**src/rtl/intersection_ctrl.sv**
```systemverilog
// Two-way intersection controller: demand-driven green handover with yellow and all-red clearance.
// Define INTERSECTION_PED_WALK_EN to add the pedestrian walk phases inside the all-red gaps.
package traffic_light_pkg;
  typedef enum logic [1:0] {RED = 2'd0, YELLOW = 2'd1, GREEN = 2'd2} traffic_light_t;
endpackage

module intersection_ctrl
  import traffic_light_pkg::*;
#(
  parameter int unsigned GREEN_CYCLES  = 8,
  parameter int unsigned YELLOW_CYCLES = 3,
  parameter int unsigned ALLRED_CYCLES = 1,
  parameter int unsigned WALK_CYCLES   = 6
) (
  input  logic           clk,
  input  logic           asyn_n_reset,
  input  logic           en,
  input  logic           ns_car,
  input  logic           ew_car,
  input  logic           ped_btn,
  output traffic_light_t ns_light,
  output traffic_light_t ew_light,
  output logic           walk
);

`ifdef INTERSECTION_PED_WALK_EN
  typedef enum logic [2:0] {
    NS_GREEN, NS_YELLOW, ALLRED_A, EW_GREEN, EW_YELLOW, ALLRED_B, PED_WALK_A, PED_WALK_B
  } state_t;
  localparam logic [7:0] WALK_LAST = 8'(WALK_CYCLES - 1);
`else
  typedef enum logic [2:0] {
    NS_GREEN, NS_YELLOW, ALLRED_A, EW_GREEN, EW_YELLOW, ALLRED_B
  } state_t;
  localparam int unsigned unused_walk_cycles = WALK_CYCLES;
  logic unused_ped_btn;
  assign unused_ped_btn = ped_btn;
`endif

  localparam logic [7:0] GREEN_LAST  = 8'(GREEN_CYCLES - 1);
  localparam logic [7:0] YELLOW_LAST = 8'(YELLOW_CYCLES - 1);
  localparam logic [7:0] ALLRED_LAST = 8'(ALLRED_CYCLES - 1);

  state_t         state_q, state_d;
  logic [7:0]     timer_q, timer_d;
  logic           ns_req_q, ns_req_d;
  logic           ew_req_q, ew_req_d;
  traffic_light_t ns_light_q, ns_light_d;
  traffic_light_t ew_light_q, ew_light_d;
  logic           walk_q, walk_d;
  logic           entry;
`ifdef INTERSECTION_PED_WALK_EN
  logic           ped_req_q, ped_req_d;
`endif

  always_comb begin
    state_d = state_q;
    case (state_q)
      NS_GREEN:   if (en && timer_q >= GREEN_LAST && ew_req_q) state_d = NS_YELLOW;
      NS_YELLOW:  if (en && timer_q == YELLOW_LAST) state_d = ALLRED_A;
      EW_GREEN:   if (en && timer_q >= GREEN_LAST && ns_req_q) state_d = EW_YELLOW;
      EW_YELLOW:  if (en && timer_q == YELLOW_LAST) state_d = ALLRED_B;
`ifdef INTERSECTION_PED_WALK_EN
      ALLRED_A:   if (en && timer_q == ALLRED_LAST) state_d = ped_req_q ? PED_WALK_A : EW_GREEN;
      ALLRED_B:   if (en && timer_q == ALLRED_LAST) state_d = ped_req_q ? PED_WALK_B : NS_GREEN;
      PED_WALK_A: if (en && timer_q == WALK_LAST) state_d = EW_GREEN;
      PED_WALK_B: if (en && timer_q == WALK_LAST) state_d = NS_GREEN;
`else
      ALLRED_A:   if (en && timer_q == ALLRED_LAST) state_d = EW_GREEN;
      ALLRED_B:   if (en && timer_q == ALLRED_LAST) state_d = NS_GREEN;
`endif
      default:    state_d = NS_GREEN;
    endcase

    entry = (state_d != state_q);
    if (entry)                         timer_d = 8'd0;
    else if (en && timer_q != 8'hFF)   timer_d = timer_q + 8'd1;
    else                               timer_d = timer_q;

    // Clear on phase entry takes priority over a sensor hit in the same cycle.
    ns_req_d = (entry && state_d == NS_GREEN) ? 1'b0 : (ns_req_q | ns_car);
    ew_req_d = (entry && state_d == EW_GREEN) ? 1'b0 : (ew_req_q | ew_car);
`ifdef INTERSECTION_PED_WALK_EN
    ped_req_d = (entry && (state_d == PED_WALK_A || state_d == PED_WALK_B)) ? 1'b0
                                                                          : (ped_req_q | ped_btn);
`endif

    ns_light_d = RED;
    ew_light_d = RED;
    walk_d     = 1'b0;
    case (state_d)
      NS_GREEN:   ns_light_d = GREEN;
      NS_YELLOW:  ns_light_d = YELLOW;
      EW_GREEN:   ew_light_d = GREEN;
      EW_YELLOW:  ew_light_d = YELLOW;
`ifdef INTERSECTION_PED_WALK_EN
      PED_WALK_A, PED_WALK_B: walk_d = 1'b1;
`endif
      default: ;
    endcase
  end

  always_ff @(posedge clk or negedge asyn_n_reset) begin
    if (!asyn_n_reset) begin
      state_q    <= NS_GREEN;
      timer_q    <= 8'd0;
      ns_req_q   <= 1'b0;
      ew_req_q   <= 1'b0;
      ns_light_q <= GREEN;
      ew_light_q <= RED;
      walk_q     <= 1'b0;
`ifdef INTERSECTION_PED_WALK_EN
      ped_req_q  <= 1'b0;
`endif
    end else begin
      state_q    <= state_d;
      timer_q    <= timer_d;
      ns_req_q   <= ns_req_d;
      ew_req_q   <= ew_req_d;
      ns_light_q <= ns_light_d;
      ew_light_q <= ew_light_d;
      walk_q     <= walk_d;
`ifdef INTERSECTION_PED_WALK_EN
      ped_req_q  <= ped_req_d;
`endif
    end
  end

  assign ns_light = ns_light_q;
  assign ew_light = ew_light_q;
  assign walk     = walk_q;

endmodule

```
**config.mk**
```make
export PLATFORM = sky130hd
export DESIGN_NAME = intersection_ctrl
export DESIGN_NICKNAME = d
export VERILOG_FILES = /design/src/rtl/intersection_ctrl.sv
export SDC_FILE = /design/constraint.sdc
export NUM_CORES = 1
export LEC_CHECK = 0
export BUFFER_PORTS_ARGS = -buffer_cell sky130_fd_sc_hd__buf_2
export CAP_MARGIN = 30
export CORE_MARGIN = 2
export CORE_UTILIZATION = 61
export CTS_CLUSTER_DIAMETER = 30
export DETAILED_ROUTE_END_ITERATION = 12
export PLACE_DENSITY_LB_ADDON = 0.2
export SLEW_MARGIN = 0
export SYNTH_ARGS = -nofsm -noshare
export SYNTH_HDL_FRONTEND = slang
export SYNTH_SLANG_ARGS = --single-unit
```
**constraint.sdc**
```tcl
create_clock -name clk -period 4.6 [get_ports clk]
set_clock_uncertainty 0.1 [all_clocks]
set_input_delay 0.92 -clock clk [delete_from_list [all_inputs] [get_ports clk]]
set_output_delay 0.92 -clock clk [all_outputs]
set_load 0.03 [all_outputs]
```
* Word-level counts from Yosys, hierarchy flattened
Cells that the tools add are included.
** Word-level totals
- Register bits after elaboration :: 17
- Latch bits :: 0
- Bits in writable memories :: 0
- Bits in read-only memories :: 0
- Input bits :: 6
- Output and inout port bits :: 5
- Logic and storage cells :: 46
- Memories :: 0
** Cells by class
- Add/subtract/negate cells :: 1
- Multipliers :: 0
- Div/mod/pow operators :: 0
- Magnitude comparators :: 1
- Equal/unequal tests :: 11
- Shift-type cells :: 0
- Mux-type cells :: 13
- Bitwise logic cells :: 2
- Reduce and logical (&&, ||, !) cells :: 12
** Operators with widths (number)
- 2-to-1 mux 3 bit :: 6
- case mux 3 bit (6 select lines) :: 1
- 2-to-1 mux 8 bit :: 2
- == test 3 x 2 -> 1 bit, second input constant :: 3
- == test 3 bit, second input constant :: 3
- adder 8 x 1 -> 8 bit, second input constant :: 1
- == test 8 x 2 -> 1 bit, second input constant :: 1
- greater-or-equal comparator 8 x 3 -> 1 bit, second input constant :: 1
- logical AND 1 bit :: 8
- logical NOT 8 bit :: 1
- inequality test 8 bit, second input constant :: 1
- case mux 2 bit (2 select lines) :: 2
- == test 3 x 1 -> 1 bit, second input constant :: 2
- logical NOT 3 bit :: 2
- inequality test 3 bit :: 1
- 2-to-1 mux 1 bit :: 2
- OR 1 bit :: 2
- nonzero test 2 bit :: 1

* Logic depth before layout (Yosys ltp)
Gate-level depths: netlist (run 1).
- Depth in word-level cells :: 8
- Depth in mapped cells :: 7
- Mapped depth without buffers :: 7

* Worst setup path after synthesis (run 1)
No wires, ideal clock.
- Path type :: input-to-reg
- Start :: in en
- End :: reg timer_q[2]
- Data arrival time :: 1.921 ns
- Data required time :: 4.427 ns
- Setup slack :: 2.506 ns
- Cell stages on the path :: 5
- Path buffers :: 0
- Path through :: nor4b_2 -> a21o_2 -> a2111oi_2 -> a21oi_4 -> a21oi_2
** Between the ends
- Longest elaborated chain between the ends :: 6
- Elaborated cells between the ends (all ways) :: 16
- Those cells by class :: eq/ne: 1; mux: 8; reduce/logical: 7
** RTL lines
- start, declared :: line 17 : input logic en,
- logical AND 1 bit :: line 59, 61
- logical AND 1 bit (on tied branches) :: line 61, 59
- 2-to-1 mux 3 bit (on tied branches) :: line 61, 59
- case mux 3 bit (6 select lines) :: line 58 : case (state_q)
- inequality test 3 bit :: line 75 : entry = (state_d != state_q);
- 2-to-1 mux 8 bit or nonzero test 2 bit (tied branches)
- end signal, assigned :: line 117 : timer_q <= timer_d;
- end, declared :: line 45 : logic [7:0] timer_q, timer_d;
Several ways; a longest one is shown, not always the timed one.
A chain may end at the register's enable or synchronous reset.

* Final worst setup path (run 1)
- Start :: reg timer_q[0]
- End :: reg timer_q[1]
** Between the ends
- Longest elaborated chain between the ends :: 7
- Elaborated cells between the ends (all ways) :: 22
- Those cells by class :: add/sub: 1; order compare: 1; eq/ne: 3; mux: 9; reduce/logical: 8
** RTL lines (line)
- greater-or-equal comparator 8 x 3 -> 1 bit :: 59, 61
- logical AND 1 bit :: 59, 61
- logical AND 1 bit (on tied branches) :: 61, 59
- 2-to-1 mux 3 bit (on tied branches) :: 61, 59
- case mux 3 bit (6 select lines) :: 58
- inequality test 3 bit :: 75
- 2-to-1 mux 8 bit or nonzero test 2 bit (tied branches)
Several ways; a longest one is shown, not always the timed one. The select of a mux whose other input is x is not followed.

==> impl_metrics.py, run 1 <==
metrics = {
    "status": {
        "status": "finished clean",
    },
    "floorplanning": {
        "die_area_sq_um": 2070,
        "core_sq_um": 1560,
        "die_w_microns": 45.5,
        "die-height_microns": 45.5,
        "initial_core_util_pct": 67.4,
        "std_cell_rows": 14,
        "pin_count": 11,
    },
    "critical_path": {
        "r2r-end": "timer_q[1]",
        "cp_top_family": "simple AND/OR/NAND/NOR gates",
        "critPathMaxStageDelay_ns": 0.65,
        "cp_slowest_cell": "nor4b_1",
        "cp.required_ns": 4.67,
        "crit_buf_inv": 1,
        "worst_setup_path_start_kind": "flop",
        "path_depth": 7,
        "setup.worst_path.end": "timer_q[1]",
        "startpoint": "timer_q[0]",
        "path_cells": "inv_1 -> ha_1 -> nor4b_1 -> a21o_2 -> a2111oi_2 -> a21oi_4 -> nor2_1",
        "r2r_slack_ns": 2.34,
        "critPathMaxFanout": 8,
        "worst-r2r-cell-count": 7,
        "crit_path_end_kind": "flop",
        "r2r_start": "timer_q[0]",
        "worst-endpoint-arrival_ns": 2.33,
        "critPathKind": "reg2reg",
    },
    "timing": {
        "fin_tns_setup_ns": 0,
        "period_share_pct": 49.0,
        "hold_violations": 0,
        "drv_slew": 0,
        "finalWorstSetupSlack_ns": 2.34,
        "hold_ws_ns": 0.420,
        "rsz0062_at_grt": "false",
        "max-slew-margin-rel_pct": 47.4,
        "finalCriticalPeriod_ns": 2.26,
        "tightest_slew_ns": 0.778,
        "max_freq_mhz": 443,
        "setup_viol": 0,
    },
    "logic_synthesis": {
        "yosys_register_bits": 17,
        "synth_top_area_cell": "dfrtp_1",
        "synthFlopType": "dfrtp_1",
        "yosys_warnings": 0,
        "synth_seq_area_share_pct": 40.6,
        "synth_top_family_by_area": "simple AND/OR/NAND/NOR gates",
        "synthMuxAreaShare_pct": 2.98,
        "synth_fa_ha_area_share_pct": 3.57,
        "synth_fp_nets": 117,
        "synth_edf_count": 0,
        "async_flop_share_pct": 100,
        "syn_inst": 108,
        "syn_area_sq_um": 1050,
        "yosys.area_share.simple_pct": 26.8,
        "syn_avg_cell_area_sq_um": 9.73,
        "synth_xor_area_share_pct": 5.00,
        "synth_top_area_share_pct": 38.1,
        "yosys-top-cells-area": "dfrtp_1 (38%), nor2_1 (5.4%), xnor2_1 (5.0%)",
        "synth.distinct_cells": 41,
        "synth_compound_area_share_pct": 14.9,
    },
    "power_and_ir_drop": {
        "ir_drop_v": 0.000319,
        "p_leak_nw": 0.465,
        "total_power_w": 0.000569,
        "power.density_nw_per_um2": 518,
    },
    "place": {
        "preCtsSetupSlack_ns": 2.23,
        "hpwl_microns": 1390,
        "placed_area_sq_um": 1070,
        "place.gp.congestion": 0.831,
        "io_buffer_count": 8,
    },
    "clock_network": {
        "clock_latency_ns": 0.29,
        "cts_made_buffers": 3,
        "cts_hold_buf": 0,
        "post_cts_buffers": 0,
        "htree_levels": 1,
        "clkSinkCount": 17,
        "cts_tree": "built",
        "cts_resized": 0,
        "cts_buffer_depth": 2,
        "cts-root-buf": "clkbuf_4",
        "cts.clk_slew.worst_paths_ns": 0.10,
    },
    "layout": {
        "fill_cells": 116,
        "n_antenna_cell": 0,
        "layout-drive-gt1-share_pct": 24.6,
        "fin_area_sq_um": 1100,
        "regArea_sq_um": 427,
        "final_cell_mix": "dfrtp_1 (16), nor2_1 (15), buf_2 (8)",
        "nNetsFinal": 124,
        "multiInputGateArea_sq_um": 563,
        "final_common_cell": "dfrtp_1",
        "areaGrowthSynthToFinish_pct": 4.52,
    },
    "global_routing": {
        "grt_pass1_wl_microns": 3220,
        "grt_max_degree": 18,
        "grt_pass1_vias": 742,
        "antenna_found_initial": 0,
        "grt.total_usage_pct": 21.5,
        "overflow": 0,
    },
    "drt": {
        "vias_per_cell": 6.08,
        "wl_per_cell_microns": 14.0,
        "dr.first_iter.drc_count": 26,
        "drtPass1Iterations": 4,
        "drt-total-wl_microns": 1820,
        "antenna_left": 0,
        "vias": 791,
        "drcViolationCount": 0,
    },
    "min_path": {
        "hp-class": "in2async",
    },
    "job": {
        "maxCapViolations": 0,
    },
}
[cells by family after synthesis]
group / Yosys count
simple gates: 46
compound gates: 20
flops: 17
buf+inv: 12
xor+xnor: 6
fa+ha+maj: 3
mux: 3
other cells: 1
[flip-flops by register name (all words and copies together), names as in the netlist]
name	flops
ew_light	2
ew_req_q	1
ns_light	2
ns_req_q	1
state_q	3
timer_q	8
[per-stage QoR]
stage | util, % | instances
after detailed placement | 68.8 | 126
after global routing | 70.5 | 130
after floorplan | - | 108
after global placement | 68.8 | 126
after CTS | 70.5 | 130
final | 70.5 | 130
[worst min path at each step]
| stage | start | end | slack [ns] | cells past startpoint |
|---|---|---|---|---|
| 2_1_floorplan | ew_req_q | ew_req_q | 0.37 | 2 |
| 3_3_place_gp | ew_req_q | ew_req_q | 0.39 | 2 |
| 3_5_place_dp | ew_req_q | ew_req_q | 0.41 | 2 |
| 4_1_cts | ew_req_q | ew_req_q | 0.43 | 2 |
| 5_1_grt | asyn_n_reset | timer_q[6] | 0.47 | 1 |
| 6_report | asyn_n_reset | timer_q[2] | 0.42 | 1 |
[Yosys cell counts, types with 3 or more instances]
master   number
a21oi_1       5
buf_2         3
dfrtp_1      16
ha_1          3
inv_1         6
nand2_1       4
nand3_1       7
nor2_1       15
nor3_1        5
xnor2_1       6
[worst reg2reg max path: stages (launching register included)]
cell and delay [ns]:
dfrtp_1 0.41, inv_1 0.12, ha_1 0.19, nor4b_1 0.65, a21o_2 0.25, a2111oi_2 0.08
a21oi_4 0.26, nor2_1 0.09
[routing by layer]
metal | up-vias | global-route usage, % | wire length [microns]
met5 | - | 0 | 0
met4 | 0 | 7.06 | 24
met3 | 2 | 3.57 | 59
met2 | 15 | 33.5 | 871
met1 | 384 | 30.1 | 868
li1 | 390 | - | -
[power breakdown]
group / total (W) / leakage [nW] / internal, W / switching (W)
clock network: 0.0000790 / 0.0150 / 0.0000338 / 0.0000453
registers: 0.000238 / 0.214 / 0.000188 / 0.0000502
logic: 0.000252 / 0.235 / 0.000105 / 0.000147
total: 0.000569 / 0.465 / 0.000327 / 0.000243
[area by class of cell]
type                            instances  area share (%)
Inverter                                6            2.05
Sequential cell                        17            38.8
Timing Repair Buffer                    8            3.64
Tap cell                               16            1.82
Multi-Input combinational cell         79            51.3
Clock buffer                            4            2.39
No activity file was read; power rests on OpenSTA's default activity.
==> run 2: changes to the inputs <==
Settings changed: CORE_UTILIZATION 61 to 56.
Clock period 4.6 ns to 2.2 ns, I/O delays scaled along.
==> impl_metrics.py, run 2 (synthesis gave the netlist of run 1 again) <==
metrics = {
    "critical_path": {
        "cp.required_ns": 2.32,
        "path_depth": 6,
        "crit_buf_inv": 1,
        "path_cells": "buf_4 -> ha_1 -> a211oi_2 -> a211oi_2 -> or3_4 -> nor3b_2",
        "worst_setup_path_start_kind": "flop",
        "crit_path_end_kind": "flop",
        "critPathMaxStageDelay_ns": 0.44,
        "critPathKind": "reg2reg",
        "cp_slowest_cell": "or3_4",
        "worst-endpoint-arrival_ns": 2.23,
        "cp_top_family": "simple AND/OR/NAND/NOR gates",
        "worst-r2r-cell-count": 6,
        "critPathMaxFanout": 5,
        "cp_common_cell": "a211oi_2",
    },
    "clock_network": {
        "cts.clk_slew.worst_paths_ns": 0.10,
        "cts-root-buf": "clkbuf_4",
        "clkSinkCount": 17,
        "clock_latency_ns": 0.28,
        "htree_levels": 1,
        "cts_made_buffers": 3,
        "cts_tree": "built",
        "cts_buffer_depth": 2,
    },
    "drt": {
        "vias": 851,
        "drcViolationCount": 0,
        "wl_per_cell_microns": 14.7,
        "antenna_left": 0,
        "dr.first_iter.drc_count": 22,
        "wl_met3_microns": 58,
        "vias_per_cell": 5.60,
        "dr.max_layer_used": "met4",
        "wl_met1_microns": 990,
        "drt-total-wl_microns": 2230,
        "wl_met2_microns": 1170,
        "drtPass1Iterations": 4,
    },
    "timing": {
        "hold_violations": 0,
        "setup_viol": 0,
        "finalCriticalPeriod_ns": 2.11,
        "fin_tns_setup_ns": 0,
        "drv_slew": 0,
        "rsz0062_at_grt": "false",
        "max_freq_mhz": 473,
        "period_share_pct": 96.0,
    },
    "layout": {
        "final_cell_mix": "dfrtp_1 (16), nor2_1 (15), buf_4 (12)",
        "n_antenna_cell": 0,
        "largest_reg_flops": 8,
        "areaGrowthSynthToFinish_pct": 18.6,
        "fin_area_sq_um": 1250,
        "final_common_cell": "dfrtp_1",
        "layout-drive-gt1-share_pct": 35.4,
        "nNetsFinal": 137,
        "fill_cells": 142,
        "regMostFlops": "timer_q",
        "top_regs": "timer_q (8), state_q (3)",
    },
    "power_and_ir_drop": {
        "ir_drop_v": 0.000784,
        "p_leak_nw": 0.533,
        "total_power_w": 0.00137,
        "power.density_nw_per_um2": 1100,
    },
    "place": {
        "io_buffer_count": 8,
        "hpwl_microns": 1630,
        "place.gp.congestion": 0.773,
        "placed_area_sq_um": 1140,
    },
    "global_routing": {
        "grt_pass1_vias": 791,
        "antenna_found_initial": 0,
        "grt.total_usage_pct": 22.7,
        "grt_pass1_wl_microns": 3520,
        "overflow": 0,
        "grt_max_degree": 18,
    },
    "floorplanning": {
        "std_cell_rows": 15,
        "initial_core_util_pct": 60.2,
        "die_area_sq_um": 2240,
        "die_w_microns": 47.3,
        "die-height_microns": 47.3,
        "core_sq_um": 1750,
        "pin_count": 11,
    },
    "min_path": {
        "hp-class": "in2reg",
        "hold_depth": 3,
    },
    "status": {
        "status": "finished clean",
    },
    "job": {
        "maxCapViolations": 0,
    },
}
run 2: what timing repair did:
| action | CTS | global route |
|---|---|---|
| endpoints found under the hold margin | 16 | 0 |
| endpoints found under the setup margin | 0 | 11 |
| hold buffers | 1 | 0 |
| buffers inserted | 0 | 5 |
| gates resized for setup | 0 | 6 |
run 2: power by group:
group	switching [W]	leakage (nW)	internal [W]
combinational	0.000410	0.302	0.000342
sequential	0.0000591	0.214	0.000394
clock	0.0000967	0.0177	0.0000675
total	0.000565	0.533	0.000804
run 2: path summary, 6_finish.rpt:
path,start,to,slack (ns)
max in group asynchronous,asyn_n_reset,ns_light[1],1.19
min in group asynchronous,asyn_n_reset,timer_q[5],0.51
hold reg to reg,ew_req_q,ew_req_q,0.46
setup / recovery,timer_q[0],ns_light[1],0.09
setup reg to reg,timer_q[0],ns_light[1],0.09
hold / removal,ew_car,ew_req_q,0.30
run 2: cell type report:
| cell class | count | area (sq um) | area share (%) |
|---|---|---|---|
| well taps | 25 | 31.3 | 2.51 |
| clock inverters | 1 | 5.00 | 0.402 |
| flip-flops and latches | 17 | 427 | 34.2 |
| repair buffers | 21 | 140 | 11.2 |
| multi-input cells | 79 | 598 | 48.0 |
| clock buffers | 3 | 22.5 | 1.81 |
| inverters | 6 | 22.5 | 1.81 |
run 2: per-stage QoR:
stage / worst slack, ns / util (%) / cells / hold WS [ns]
6_report: 0.0876 / 71.4 / 152 / 0.301
5_1_grt: 0.00460 / 71.4 / 152 / 0.295
4_1_cts: 0.0153 / 67.2 / 147 / 0.310
3_5_place_dp: 0.0575 / 65.1 / 142 / 0.278
3_3_place_gp: 0.119 / 65.1 / 142 / 0.278
2_1_floorplan: 0.226 / - / 108 / 0.0444
run 2: worst register-to-register path, stage by stage, from the launching register on:
cell	delay, ns
dfrtp_1	0.41
buf_4	0.14
ha_1	0.25
a211oi_2	0.36
a211oi_2	0.18
or3_4	0.44
nor3b_2	0.17
run 2: routing by layer:
| layer | vias to the layer above | track usage, % |
|---|---|---|
| li1 | 416 | - |
| met1 | 416 | 30.3 |
| met2 | 17 | 36.5 |
| met3 | 2 | 7.31 |
| met4 | 0 | 4.44 |
| met5 | - | 0 |
